===== src/rtl/axis_mux_arb.sv =====
`default_nettype none
// ============================================================================
// Module   : axis_mux_arb
// Brief    : Registered N:1 AXI-Stream mux with packet-aware fixed/RR arbiter.
// Revision : 1.0 - initial release
// ============================================================================
module axis_mux_arb #(
    parameter int PORTS       = 4,
    parameter int PORT_BITS   = $clog2(PORTS),
    parameter int DATA_WIDTH  = 64,
    parameter int ARB_MODE    = 1,
    parameter int PACKET_MODE = 1
) (
    input  logic                        clk,
    input  logic                        rst_n,
    input  logic                        m_axis_tready,
    output logic [DATA_WIDTH-1:0]       m_axis_tdata,
    output logic                        m_axis_tvalid,
    output logic                        m_axis_tlast,
    output logic [PORT_BITS-1:0]        m_axis_tuser,
    output logic [PORTS-1:0]            sn_axis_tready,
    input  logic [PORTS*DATA_WIDTH-1:0] sn_axis_tdata,
    input  logic [PORTS-1:0]            sn_axis_tvalid,
    input  logic [PORTS-1:0]            sn_axis_tlast
);

    typedef enum logic [0:0] {
        S_IDLE   = 1'b0,
        S_LOCKED = 1'b1
    } state_t;

    state_t                 r_state;
    logic [PORT_BITS-1:0]   r_grant;
    logic [PORT_BITS-1:0]   r_rr_ptr;
    logic [DATA_WIDTH-1:0]  r_tdata;
    logic                   r_tvalid;
    logic                   r_tlast;
    logic [PORT_BITS-1:0]   r_tuser;

    logic                   w_lo_any;
    logic [PORT_BITS-1:0]   w_lo_sel;
    logic                   w_hi_any;
    logic [PORT_BITS-1:0]   w_hi_sel;
    logic [PORT_BITS-1:0]   w_arb_sel;
    logic [PORT_BITS-1:0]   w_sel;
    logic                   w_req;
    logic                   w_load_en;
    logic                   w_accept;
    logic                   w_end_txn;
    logic [PORT_BITS-1:0]   w_rr_next;
    logic [DATA_WIDTH-1:0]  w_sel_data;
    logic                   w_sel_last;

    // Round-robin = lowest valid index at/above rr_ptr, else lowest overall.
    always_comb begin
        w_lo_any = 1'b0;
        w_lo_sel = '0;
        w_hi_any = 1'b0;
        w_hi_sel = '0;
        for (int i = PORTS - 1; i >= 0; i--) begin
            if (sn_axis_tvalid[i]) begin
                w_lo_any = 1'b1;
                w_lo_sel = PORT_BITS'(i);
                if (i >= int'(r_rr_ptr)) begin
                    w_hi_any = 1'b1;
                    w_hi_sel = PORT_BITS'(i);
                end
            end
        end
    end

    assign w_arb_sel = ((ARB_MODE != 0) && w_hi_any) ? w_hi_sel : w_lo_sel;
    assign w_sel     = (r_state == S_LOCKED) ? r_grant : w_arb_sel;
    assign w_req     = (r_state == S_LOCKED) | w_lo_any;
    assign w_load_en = ~r_tvalid | m_axis_tready;

    always_comb begin
        w_sel_data = '0;
        w_sel_last = 1'b0;
        for (int g = 0; g < PORTS; g++) begin
            if (w_sel == PORT_BITS'(g)) begin
                w_sel_data = sn_axis_tdata[g*DATA_WIDTH +: DATA_WIDTH];
                w_sel_last = sn_axis_tlast[g];
            end
        end
    end

    // Ready is held low for the whole reset, including before the first clock.
    generate
        for (genvar g = 0; g < PORTS; g++) begin : g_tready
            assign sn_axis_tready[g] = rst_n & w_load_en & w_req &
                                       (w_sel == PORT_BITS'(g));
        end
    endgenerate

    assign w_accept  = |(sn_axis_tready & sn_axis_tvalid);
    assign w_end_txn = (PACKET_MODE == 0) || w_sel_last;
    assign w_rr_next = (w_sel == PORT_BITS'(PORTS - 1)) ? '0 : w_sel + PORT_BITS'(1);

    always_ff @(posedge clk or negedge rst_n) begin
        if (!rst_n) begin
            r_state  <= S_IDLE;
            r_grant  <= '0;
            r_rr_ptr <= '0;
            r_tdata  <= '0;
            r_tvalid <= 1'b0;
            r_tlast  <= 1'b0;
            r_tuser  <= '0;
        end else begin
            if (w_accept) begin
                r_tdata  <= w_sel_data;
                r_tlast  <= w_sel_last;
                r_tuser  <= w_sel;
                r_tvalid <= 1'b1;
            end else if (m_axis_tready) begin
                r_tvalid <= 1'b0;
            end

            if (w_accept) begin
                if (w_end_txn) begin
                    r_rr_ptr <= w_rr_next;
                end
                case (r_state)
                    S_IDLE: begin
                        if ((PACKET_MODE != 0) && !w_sel_last) begin
                            r_state <= S_LOCKED;
                            r_grant <= w_sel;
                        end
                    end
                    S_LOCKED: begin
                        if (w_sel_last) begin
                            r_state <= S_IDLE;
                        end
                    end
                    default: r_state <= S_IDLE;
                endcase
            end
        end
    end

    assign m_axis_tdata  = r_tdata;
    assign m_axis_tvalid = r_tvalid;
    assign m_axis_tlast  = r_tlast;
    assign m_axis_tuser  = r_tuser;

endmodule
`default_nettype wire


===== config.mk =====
export PLATFORM = sky130hd
export DESIGN_NAME = axis_mux_arb
export DESIGN_NICKNAME = d
export VERILOG_FILES = /design/src/rtl/axis_mux_arb.sv
export SDC_FILE = /design/constraint.sdc
export NUM_CORES = 1
export LEC_CHECK = 0
export CORE_AREA = 2 2 130 132
export DETAILED_ROUTE_END_ITERATION = 16
export DIE_AREA = 0 0 132 134
export HOLD_SLACK_MARGIN = 0.1
export PLACE_DENSITY = 0.81
export SLEW_MARGIN = 0
export SYNTH_ARGS = -nofsm -noshare
export SYNTH_HDL_FRONTEND = slang
export SYNTH_SLANG_ARGS = --single-unit

===== constraint.sdc =====
create_clock -name clk -period 3.05 [get_ports clk]
set_input_delay 0.61 -clock clk [delete_from_list [all_inputs] [get_ports clk]]
set_output_delay 0.61 -clock clk [all_outputs]
set_load 0.05 [all_outputs]

# Word level (Yosys, flattened, before mapping)
# Cells that the tools add are included.
# op_classes
add_sub_neg	1
order_cmp	3
eq_ne	3
n_mux	34
bitwise_logic	12
reduce_logical	5
# ops
operator	n
64-bit 2-to-1 mux	4
2-bit 2-to-1 mux	13
1-bit 2-to-1 mux	17
1-bit AND	6
4-bit AND	1
2-bit == test (second input constant)	2
1-bit by 2-bit greater-or-equal comparator with 1-bit output (first input constant)	2
4-bit OR reduction	1
1-bit inverter	3
3-bit AND reduction	1
2-bit by 1-bit adder with 2-bit output (second input constant)	1
2-bit by 1-bit == test with 1-bit output (second input constant)	1
2-bit greater-or-equal comparator (first input constant)	1
2-bit logical NOT	1
1-bit OR	2
2-bit AND reduction	1
2-bit nonzero test	1
# totals
reg_bits	73
inputBits	267
output_inout_bits	72
elab_cells	65

# Depth between registers and ports, before layout
# Gate-level depths: netlist (run 1).
# logic_depth
word_depth	16
depth_mapped	12
mapped_depth_nobuf	9

# Worst setup path before layout (run 1)
# OpenSTA, ideal clock, no wires.
# synth_path
path_kind	in2out
from	in sn_axis_tvalid[0]
to	out sn_axis_tready[2]
arrival_time_ps	2676
required_time_ps	2440
path_slack_ps	-236
path_stages	8
n_path_buf	2
cell_sequence	nor2b_1 > o21a_1 > o31ai_1 > ha_1 > inv_1 > clkbuf_1 > clkbuf_1 > nor2_1
# synth_via
elab_chain_cells	5
elab_cells_between_ends	10
cone_classes	eq/ne (1); mux (6); bitwise (3)
# synth_rtl
item	line_no	text
from (decl)	23	input logic [PORTS-1:0] sn_axis_tvalid,
2-bit 2-to-1 mux / 1-bit 2-to-1 mux (equally long branches)	61	if (sn_axis_tvalid[i]) begin
2-bit 2-to-1 mux (*)	72	assign w_arb_sel = ((ARB_MODE != 0) && w_hi_any) ? w_hi_sel : w_lo_sel;
2-bit 2-to-1 mux (*)	73	assign w_sel = (r_state == S_LOCKED) ? r_grant : w_arb_sel;
via w_sel[1]	45	logic [PORT_BITS-1:0] w_sel;
2-bit == test (*)	92	(w_sel == PORT_BITS'(g));
1-bit AND (*)	91	assign sn_axis_tready[g] = rst_n & w_load_en & w_req &
to (decl)	21	output logic [PORTS-1:0] sn_axis_tready,
# Mark *: on every way through the listed nets, which the timed path passes. The rest lies on a longest branch.

# Worst setup path in the final report (run 1)
# layout_path
from	reg r_rr_ptr[1]
to	reg r_rr_ptr[0]
# layout_via
elab_chain_cells	15
elab_cells_between_ends	34
cone_classes	add/sub (1); order compare (3); eq/ne (3); mux (19); bitwise (5); reduce/logical (3)
# layout_rtl
item	line_no	text
from (decl)	34	logic [PORT_BITS-1:0] r_rr_ptr;
from (signal assigned)	121	r_rr_ptr <= w_rr_next;
2-bit greater-or-equal comparator	64	if (i >= int'(r_rr_ptr)) begin
2-bit 2-to-1 mux / 1-bit 2-to-1 mux (equally long branches)	64	
2-bit 2-to-1 mux / 1-bit 2-to-1 mux (equally long branches)	61	
2-bit 2-to-1 mux / 1-bit 2-to-1 mux (equally long branches)	64	
2-bit 2-to-1 mux / 1-bit 2-to-1 mux (equally long branches)	61	
2-bit 2-to-1 mux / 1-bit 2-to-1 mux (equally long branches)	64	
2-bit 2-to-1 mux / 1-bit 2-to-1 mux (equally long branches)	61	
2-bit 2-to-1 mux (*)	72	
2-bit 2-to-1 mux (*)	73	
via w_sel[0]	45	
2-bit logical NOT	81, 92	
1-bit 2-to-1 mux (4 in series)	81	if (w_sel == PORT_BITS'(g)) begin
2-bit AND reduction (no line)	n/a	
# Marked as above.
# A chain may end at the register's enable or synchronous reset.

==> results of run 1 <==
[where the power goes]
group | internal [mW] | leakage [nW] | switching [mW]
sequential | 1.46 | 0.897 | 0.297
clock | 0.566 | 0.128 | 0.408
combinational | 3.70 | 2.58 | 4.41
total | 5.73 | 3.61 | 5.11
[layer usage]
metal / vias to the layer above / routed length [um] / part of all wire, %
li1: 2626 / - / -
met5: - / 0 / 0
met1: 2696 / 7777 / 38
met4: 0 / 706 / 3.5
met3: 46 / 1725 / 8.4
met2: 290 / 10230 / 50
[worst paths after layout]
kind / from / endpoint / slack, ns / cells past startpoint
min in group asynchronous: rst_n / r_grant[0] / 0.67 / 2
worst max register to register: r_rr_ptr[1] / r_rr_ptr[0] / 0.05 / 11
max in group asynchronous: rst_n / m_axis_tdata[5] / 1.25 / 3
worst min register to register: m_axis_tdata[24] / m_axis_tdata[24] / 0.51 / 1
worst max-delay path: r_rr_ptr[1] / r_rr_ptr[0] / 0.05 / 11
worst min-delay path: m_axis_tdata[24] / m_axis_tdata[24] / 0.51 / 1
[timing repair]
item,CTS,global route
setup endpoints to repair,73,73
resized for setup,12,18
pin swaps,5,7
cloned,1,1
endpoints found under the hold margin,6,0
buffers inserted,3,3
hold buffers,1,0
[state kept, by name, indices dropped and copies added, names as in the netlist]
name and cells:
m_axis_tdata 64, m_axis_tlast 1, m_axis_tuser 2, m_axis_tvalid 1, r_grant 2, r_rr_ptr 2, r_state 1
[worst register-to-register path, cell delays in order, from the launching register on]
cell and delay (ns):
dfrtp_2 0.46, mux2i_1 0.21, nor2_1 0.08, a2111o_1 0.45, nand2_2 0.11, buf_4 0.12
ha_2 0.20, buf_6 0.13, a211oi_1 0.06, a211oi_1 0.41, nand3_1 0.22, o31ai_1 0.40
[synth_stat cells (all sizes together) (3+ instances only)]
| library cell | count | area, sq um |
|---|---|---|
| nand2 | 72 | 270.3 |
| inv | 6 | 22.52 |
| buf | 11 | 75.06 |
| nor2 | 68 | 257.8 |
| dfrtp | 73 | 1827 |
| o21ai | 3 | 15.01 |
| o21a | 3 | 22.52 |
| a21oi | 3 | 15.01 |
| a221oi | 64 | 560.5 |
| mux2 | 67 | 859.6 |
| clkbuf | 40 | 150.1 |
| ha | 4 | 50.05 |
| o31ai | 65 | 488.0 |
| and2 | 3 | 18.77 |
| nor2b | 4 | 25.02 |
[stage by stage]
step	hold WS, ns	cells	total power [mW]	setup TNS, ns	util (%)
finish	0.5058	1081	10.84	0	56.78
global placement	0.4429	1057	9.417	-30.32	53.93
floorplan	0.3144	508	6.732	-0.05133	-
global route	0.5185	1081	11.46	-0.05298	56.78
CTS	0.5073	1077	10.73	0	56.14
detailed placement	0.4458	1057	9.549	-36.24	53.93
[cells in the final DEF, fill, tap and decap left out, types with 5 or more instances in the layout]
cell type        Yosys  layout
clkdlybuf4s50_1      0     329
dfrtp_1             73      72
nand2_1             72      71
nor2_1              67      64
a221oi_1            64      63
o31ai_1             65      63
mux2_2              39      39
buf_4                0      36
mux2_4              28      28
buf_12               0      14
clkbuf_16            0      10
inv_1                6       5
[kinds of logic (layout without fill, tap and decap cells)]
family	Yosys count	count (layout)	synth area share (%)
fa+ha+maj	4	4	1.032
mux	68	68	17.94
compound gates	152	152	25.39
flops	73	73	37.68
simple gates	154	154	12.85
buf+inv	57	410	5.109
[area by class of cell]
class / instances / share of cell area (%)
Clock buffer: 12 / 2.665
Clock inverter: 3 / 0.1894
Inverter: 6 / 0.2706
Multi-Input combinational cell: 378 / 31.14
Sequential cell: 73 / 19.76
Tap cell: 220 / 2.976
Timing Repair Buffer: 389 / 42.99
==> results.sh, run 1 <==
export IMPL_skew_ns=0.006558
export IMPL_slew_violations=0
export IMPL_fmax_mhz=333.8
export IMPL_grt_pass1_vias=5913
export IMPL_cp_cell_sequence="mux2i_1 -> nor2_1 -> a2111o_1 -> nand2_2 -> buf_4 -> ha_2 -> buf_6 -> a211oi_1 -> a211oi_1 -> nand3_1 -> o31ai_1"
export IMPL_leakage_nw=3.606
export IMPL_hold_path_class="flop to flop"
export IMPL_nets=1128
export IMPL_use_met1_pct=24.23
export IMPL_antenna_found_initial=0
export IMPL_grt_busiest_layer="met2"
export IMPL_critPathLaunchType="flop"
export IMPL_via_count=5658
export IMPL_arrival_ns=3.19
export IMPL_grtUsageMet2_pct=39.99
export IMPL_vias_per_cell=5.234
export IMPL_place_area_sq_um=8785
export IMPL_ir_drop_uv=578.6
export IMPL_cts_buffers=9
export IMPL_grt_max_degree=76
export IMPL_seqCellArea_sq_um=1828
export IMPL_report_final_hold_viol_count=0
export IMPL_cp_common_cell="a211oi_1"
export IMPL_die_w_um=132
export IMPL_cts_buffer_depth=2
export IMPL_cp_num_buf_inv=2
export IMPL_track_usage_pct=22.24
export IMPL_clk_pin_slew_ns=0.06
export IMPL_detail_route_antenna_nets=0
export IMPL_firstDrtPassIters=4
export IMPL_pre_cts_ws_ns=-0.5926
export IMPL_num_rows=47
export IMPL_yosysWarnings=0
export IMPL_finalSetupViolCount=0
export IMPL_drtIter0Drc=161
export IMPL_syn_inst=508
export IMPL_routedWlPerCell_um=18.90
export IMPL_fin_crit_sh_pct=98.24
export IMPL_critPathKind="flop to flop"
export IMPL_grt_pass1_wl_mm=31.09
export IMPL_slowest_stage="dfrtp_2"
export IMPL_synthFlopType="dfrtp_1"
export IMPL_grt_overflow_total=0
export IMPL_seq_area_frac_synth_pct=37.68
export IMPL_yosysUniqueCellTypes=37
export IMPL_multi_input_area_sq_um=2880
export IMPL_synth_nets=779
export IMPL_ioPinCount=339
export IMPL_fin_area_sq_um=9249
export IMPL_place_hpwl_mm=15.22
export IMPL_maxCapViolCount=0
export IMPL_slowest_delay_ns=0.46
export IMPL_die_h_um=134
export IMPL_syn_area_per_cell_sq_um=9.544
export IMPL_crit_family="compound AO/OA/AOI/OAI gates"
export IMPL_antennaDiodeCount=0
export IMPL_drcViolationCount=0
export IMPL_endpoint_kind="flop"
export IMPL_worst_pin_slew_ns=0.9196
export IMPL_core_area_sq_um=16290
export IMPL_drive_gt1_share_pct=18.70
export IMPL_finalWorstSetupSlack_ns=0.05380
export IMPL_clock_root_buffer="clkbuf_16"
export IMPL_syn_area_sq_um=4848
export IMPL_clk_latency_ns=0.33
export IMPL_fill_cells=1412
export IMPL_initial_core_util_pct=29.76
export IMPL_io_buffers=338
export IMPL_cts_sinks=73
export IMPL_h_tree_depth=3
export IMPL_place_gp_congestion=0.9301
export IMPL_finalCriticalPeriod_ns=2.996
export IMPL_async_flop_share_pct=100.0
export IMPL_synth_seq_cells=73
export IMPL_grt_util_met3_pct=6.538
export IMPL_power_density_nw_per_um2=1172
export IMPL_synth_edff_count=0
export IMPL_status="complete, no violations"
export IMPL_relSlewSlack_pct=38.69
export IMPL_area_growth_pct=90.76
export IMPL_crit_fanout=7
export IMPL_drt_total_wl_mm=20.43
export IMPL_cts_tree="done"
export IMPL_die_area_sq_um=17690
export IMPL_crit_required_ns=3.24
Power figures use the tool's default switching activity.
==> run 2, diff against run 1 <==
RECOVER_POWER = 50   (was not set)
==> run 2 against run 1 <==
Against the previous run: the run now ends with negative setup slack left; cell area barely moved; final cell count stayed put; register-to-register slack got worse by 0.06 ns; fmax down 1.9%; critical path depth unchanged; sequential share of layout area about the same.
==> results.sh, run 2 (synthesized netlist as in run 1, its figures left out) <==
export IMPL_core_area_sq_um=16290
export IMPL_cts_buffers=9
export IMPL_routedWlPerCell_um=18.89
export IMPL_arrival_ns=3.24
export IMPL_antenna_found_initial=0
export IMPL_crit_required_ns=3.24
export IMPL_pre_cts_ws_ns=-0.5926
export IMPL_leakage_nw=3.642
export IMPL_io_buffers=338
export IMPL_hold_path_class="flop to flop"
export IMPL_power_density_nw_per_um2=1163
export IMPL_place_area_sq_um=8785
export IMPL_detail_route_antenna_nets=0
export IMPL_vias_per_cell=5.231
export IMPL_firstDrtPassIters=4
export IMPL_report_final_hold_viol_count=0
export IMPL_ioPinCount=339
export IMPL_grt_pass1_vias=5913
export IMPL_fill_cells=1413
export IMPL_utilization_pct=56.76
export IMPL_via_count=5655
export IMPL_clk_pin_slew_ns=0.06
export IMPL_area_growth_pct=90.68
export IMPL_fin_crit_sh_pct=100.1
export IMPL_grt_max_degree=76
export IMPL_fin_area_sq_um=9245
export IMPL_cp_num_buf_inv=2
export IMPL_grtUsageMet2_pct=39.99
export IMPL_maxCapViolCount=0
export IMPL_total_power_mw=10.75
export IMPL_stdcell_count=1081
export IMPL_grt_pass1_wl_mm=31.09
export IMPL_place_inst=1057
export IMPL_nets=1128
export IMPL_drtIter0Drc=170
export IMPL_use_met1_pct=24.23
export IMPL_cts_tree="done"
export IMPL_endpoint_kind="flop"
export IMPL_grt_busiest_layer="met2"
export IMPL_status="complete, but fails checks"
export IMPL_tns_ns=-0.003128
export IMPL_clk_latency_ns=0.33
export IMPL_slowest_delay_ns=0.46
export IMPL_violations="negative setup slack"
export IMPL_crit_fanout=7
export IMPL_final_common_cell="clkdlybuf4s50_1"
export IMPL_clock_root_buffer="clkbuf_16"
export IMPL_finalWorstSetupSlack_ns=-0.003128
export IMPL_die_area_sq_um=17690
export IMPL_critPathLaunchType="flop"
export IMPL_cp_cell_sequence="mux2i_1 -> nor2_1 -> a2111o_1 -> nand2_2 -> buf_4 -> ha_2 -> buf_6 -> a211oi_1 -> a211oi_1 -> nand3_1 -> o31ai_1"
export IMPL_drive_gt1_share_pct=18.58
export IMPL_slew_violations=0
export IMPL_fmax_mhz=327.5
export IMPL_die_w_um=132
export IMPL_cts_sinks=73
export IMPL_cts_buffer_depth=2
export IMPL_drcViolationCount=0
export IMPL_initial_core_util_pct=29.76
export IMPL_track_usage_pct=22.24
export IMPL_antennaDiodeCount=0
export IMPL_worst_pin_slew_ns=0.9856
export IMPL_ir_drop_uv=562.5
export IMPL_hold_worst_slack_ns=0.4998
export IMPL_finalSetupViolCount=1
export IMPL_num_rows=47
export IMPL_largest_register_ffs=64
export IMPL_finalCriticalPeriod_ns=3.053
export IMPL_slowest_stage="dfrtp_2"
export IMPL_grt_overflow_total=0
export IMPL_relSlewSlack_pct=34.29
export IMPL_die_h_um=134
export IMPL_mostFrequentLayoutCells="294 x clkdlybuf4s50_1, 72 x dfrtp_1, 71 x nand2_1, 64 x nor2_1"
export IMPL_grt_util_met3_pct=6.538
export IMPL_drt_total_wl_mm=20.42
export IMPL_place_gp_congestion=0.9301
export IMPL_crit_family="compound AO/OA/AOI/OAI gates"
export IMPL_h_tree_depth=3
export IMPL_place_hpwl_mm=15.22
export IMPL_skew_ns=0.006352
export IMPL_cp_common_cell="a211oi_1"
export IMPL_critPathKind="flop to flop"
-- run 2: layout make-up --
cell class	count	area (sq um)	share of cell area [%]
multi-input combinational	378	2880	31.15
timing repair buffer	389	3973	42.97
inverter	6	25.02	0.2707
tap	220	275.3	2.977
clock inverter	3	17.52	0.1895
clock buffer	12	246.5	2.666
sequential	73	1828	19.77
-- run 2: what timing repair did --
item,CTS,global route
endpoints found under the hold margin,6,0
pin swaps,5,7
hold buffers,1,0
gates cloned,1,1
gates resized for setup,12,18
setup endpoints to repair,73,73
setup buffers,3,3
-- run 2: report_power, final --
| part | internal, mW | switching (mW) | leakage [nW] |
|---|---|---|---|
| clock | 0.566 | 0.407 | 0.128 |
| sequential | 1.46 | 0.285 | 0.897 |
| combinational | 3.62 | 4.41 | 2.62 |
-- run 2: worst paths after layout --
kind,from,endpoint,slack (ns),cells after the start
min in group asynchronous,rst_n,m_axis_tuser[0],0.81,2
hold / removal,m_axis_tdata[39],m_axis_tdata[39],0.50,1
max in group asynchronous,rst_n,m_axis_tdata[5],0.79,3
setup reg to reg,r_rr_ptr[1],r_rr_ptr[0],-0.003,11
hold reg to reg,m_axis_tdata[39],m_axis_tdata[39],0.50,1
setup / recovery,r_rr_ptr[1],r_rr_ptr[0],-0.003,11
-- run 2: worst reg2reg max path, cell delays in order (launching register included) --
cell      delay [ns]
dfrtp_2         0.46
mux2i_1         0.21
nor2_1          0.08
a2111o_1        0.45
nand2_2         0.11
buf_4           0.12
ha_2            0.20
buf_6           0.13
a211oi_1        0.06
a211oi_1        0.45
nand3_1         0.22
o31ai_1         0.41
-- run 2: per-layer routing --
metal  wire length [um]  up-vias
met5                  0        -
li1                   -     2633
met4                708        0
met3               1711       45
met1               7757     2695
met2              10250      282
==> run 3, diff against run 2 <==
SKIP_CTS_REPAIR_TIMING = 1   (was not set)
==> run 3 against run 2 <==
Against the previous run: the flow finishes with violations (max-capacitance violations, max-slew violations, negative setup slack); highest routed layer unchanged; clock power rose by 0.5%; flip-flop and latch count did not move; critical path depth did not move; critical path type is now flop to output port; largest cell class unchanged.
==> results.sh, run 3 (synthesized netlist as in run 1, its figures left out) <==
export IMPL_use_met1_pct=23.78
export IMPL_core_area_sq_um=16290
export IMPL_worstHoldEndpoint="m_axis_tdata[39]"
export IMPL_regToRegStartpoint="r_rr_ptr[1]"
export IMPL_firstDrtPassIters=4
export IMPL_drive_gt1_share_pct=19.10
export IMPL_endpoint_kind="output port"
export IMPL_slowest_stage="dfrtp_2"
export IMPL_slowest_delay_ns=0.47
export IMPL_crit_required_ns=2.44
export IMPL_min_path_cells=1
export IMPL_drt_total_wl_mm=20.63
export IMPL_ioPinCount=339
export IMPL_cp_num_buf_inv=5
export IMPL_fill_cells=1410
export IMPL_vias_per_cell=5.265
export IMPL_power_density_nw_per_um2=1172
export IMPL_r2r_end="r_grant[1]"
export IMPL_finalSetupViolCount=1
export IMPL_clk_pin_slew_ns=0.06
export IMPL_clock_root_buffer="clkbuf_16"
export IMPL_violations="max-capacitance violations, max-slew violations, negative setup slack"
export IMPL_track_usage_pct=21.78
export IMPL_place_area_sq_um=8785
export IMPL_grt_busiest_layer="met2"
export IMPL_relSlewSlack_pct=-19.48
export IMPL_arrival_ns=2.47
export IMPL_cts_sinks=73
export IMPL_mostFrequentLayoutCells="294 x clkdlybuf4s50_1, 72 x dfrtp_1, 70 x nand2_1, 64 x nor2_1, 63 x o31ai_1"
export IMPL_worst_pin_slew_ns=1.792
export IMPL_die_h_um=134
export IMPL_leakage_nw=3.685
export IMPL_stdcell_count=1084
export IMPL_finalCriticalPeriod_ns=3.083
export IMPL_detail_route_antenna_nets=0
export IMPL_clk_latency_ns=0.33
export IMPL_grtUsageMet2_pct=39.09
export IMPL_fin_crit_sh_pct=101.1
export IMPL_routedWlPerCell_um=19.03
export IMPL_reg2reg_depth=12
export IMPL_final_common_cell="clkdlybuf4s50_1"
export IMPL_place_gp_congestion=0.9301
export IMPL_crit_family="buffers and inverters"
export IMPL_cts_tree="done"
export IMPL_min_from="m_axis_tdata[39]"
export IMPL_drtIter0Drc=177
export IMPL_drcViolationCount=0
export IMPL_die_area_sq_um=17690
export IMPL_crit_path_start="r_rr_ptr[1]"
export IMPL_antennaDiodeCount=0
export IMPL_via_count=5707
export IMPL_grt_overflow_total=0
export IMPL_cts_buffers=9
export IMPL_die_w_um=132
export IMPL_reg2reg_slack_ns=0.07
export IMPL_grt_util_met3_pct=6.463
export IMPL_place_hpwl_mm=15.22
export IMPL_antenna_found_initial=0
export IMPL_critPathKind="flop to output port"
export IMPL_grt_max_degree=76
export IMPL_finalWorstSetupSlack_ns=-0.03254
export IMPL_ir_drop_uv=559.8
export IMPL_h_tree_depth=3
export IMPL_critPathLaunchType="flop"
export IMPL_hold_path_class="flop to flop"
export IMPL_cp_cell_sequence="nand2_2 -> a221oi_2 -> buf_4 -> a2111o_1 -> nand2_2 -> buf_4 -> ha_4 -> buf_4 -> inv_1 -> nor2_2 -> buf_12"
export IMPL_largest_register_ffs=64
export IMPL_total_power_mw=10.90
export IMPL_report_final_hold_viol_count=0
export IMPL_grt_pass1_wl_mm=30.56
export IMPL_cts_buffer_depth=2
export IMPL_nets=1131
export IMPL_status="complete, but fails checks"
export IMPL_num_rows=47
export IMPL_utilization_pct=57.07
export IMPL_place_inst=1057
export IMPL_fmax_mhz=324.4
export IMPL_grt_pass1_vias=5851
export IMPL_io_buffers=338
export IMPL_tns_ns=-0.03254
export IMPL_cp_common_cell="buf_4"
export IMPL_slew_violations=68
export IMPL_maxCapViolCount=1
export IMPL_skew_ns=0.006791
export IMPL_area_growth_pct=91.74
export IMPL_fin_area_sq_um=9296
export IMPL_initial_core_util_pct=29.76
export IMPL_crit_fanout=7
-- run 3: changes by cell type in the layout (fill, tap and decap cells not counted), sizes merged --
cell,before,now
dlygate4sd2,1,0
clkbuf,17,15
bufbuf,1,0
dlymetal6s2s,1,4
buf,51,55
-- run 3: area by class of cell --
type | instances | area (sq um) | share of cell area, %
repair buffers | 392 | 4004 | 43.07
multi-input cells | 378 | 2903 | 31.22
flip-flops and latches | 73 | 1828 | 19.66
well taps | 220 | 275.3 | 2.961
clock buffers | 12 | 246.5 | 2.651
inverters | 6 | 22.52 | 0.2423
clock inverters | 3 | 17.52 | 0.1884
-- run 3: metrics by stage --
step / hold WS [ns] / worst slack [ns]
6_report: 0.5001 / -0.03254
2_1_floorplan: 0.3144 / -0.05133
3_5_place_dp: 0.4458 / -0.5926
5_1_grt: 0.5132 / -0.08445
4_1_cts: 0.07807 / -0.5241
3_3_place_gp: 0.4429 / -0.5446
-- run 3: worst max-delay path by stage --
| stage | end | slack [ns] | cells past startpoint |
|---|---|---|---|
| 3_5_place_dp | m_axis_tdata[30] | -0.59 | 13 |
| 6_report | sn_axis_tready[3] | -0.03 | 11 |
| 2_1_floorplan | sn_axis_tready[2] | -0.05 | 9 |
| 3_3_place_gp | m_axis_tdata[30] | -0.54 | 13 |
| 4_1_cts | sn_axis_tready[2] | -0.52 | 11 |
| 5_1_grt | sn_axis_tready[3] | -0.08 | 11 |
-- run 3: metal layers --
metal  up-vias  wire [um]  share of wire [%]
li1       2640          -                  -
met1      2721       7810                 38
met2       296      10380                 50
met3        50       1742                8.4
met4         0        695                3.4
met5         -          0                  0
-- run 3: report_power, final --
group	internal [mW]	switching, mW
sequential	1.46	0.284
clock	0.567	0.412
combinational	3.69	4.48
total	5.72	5.18
-- run 3: worst reg2reg max path, delay by kind of cell, from the launching register on --
family                     cells  cell delay [ns]
AOI/OAI and AO/OA              4             0.96
DFF                            1             0.46
and+or+nand+nor                3             0.45
buffers and inverters          3             0.44
muxes                          1             0.38
adders and majority gates      1             0.17
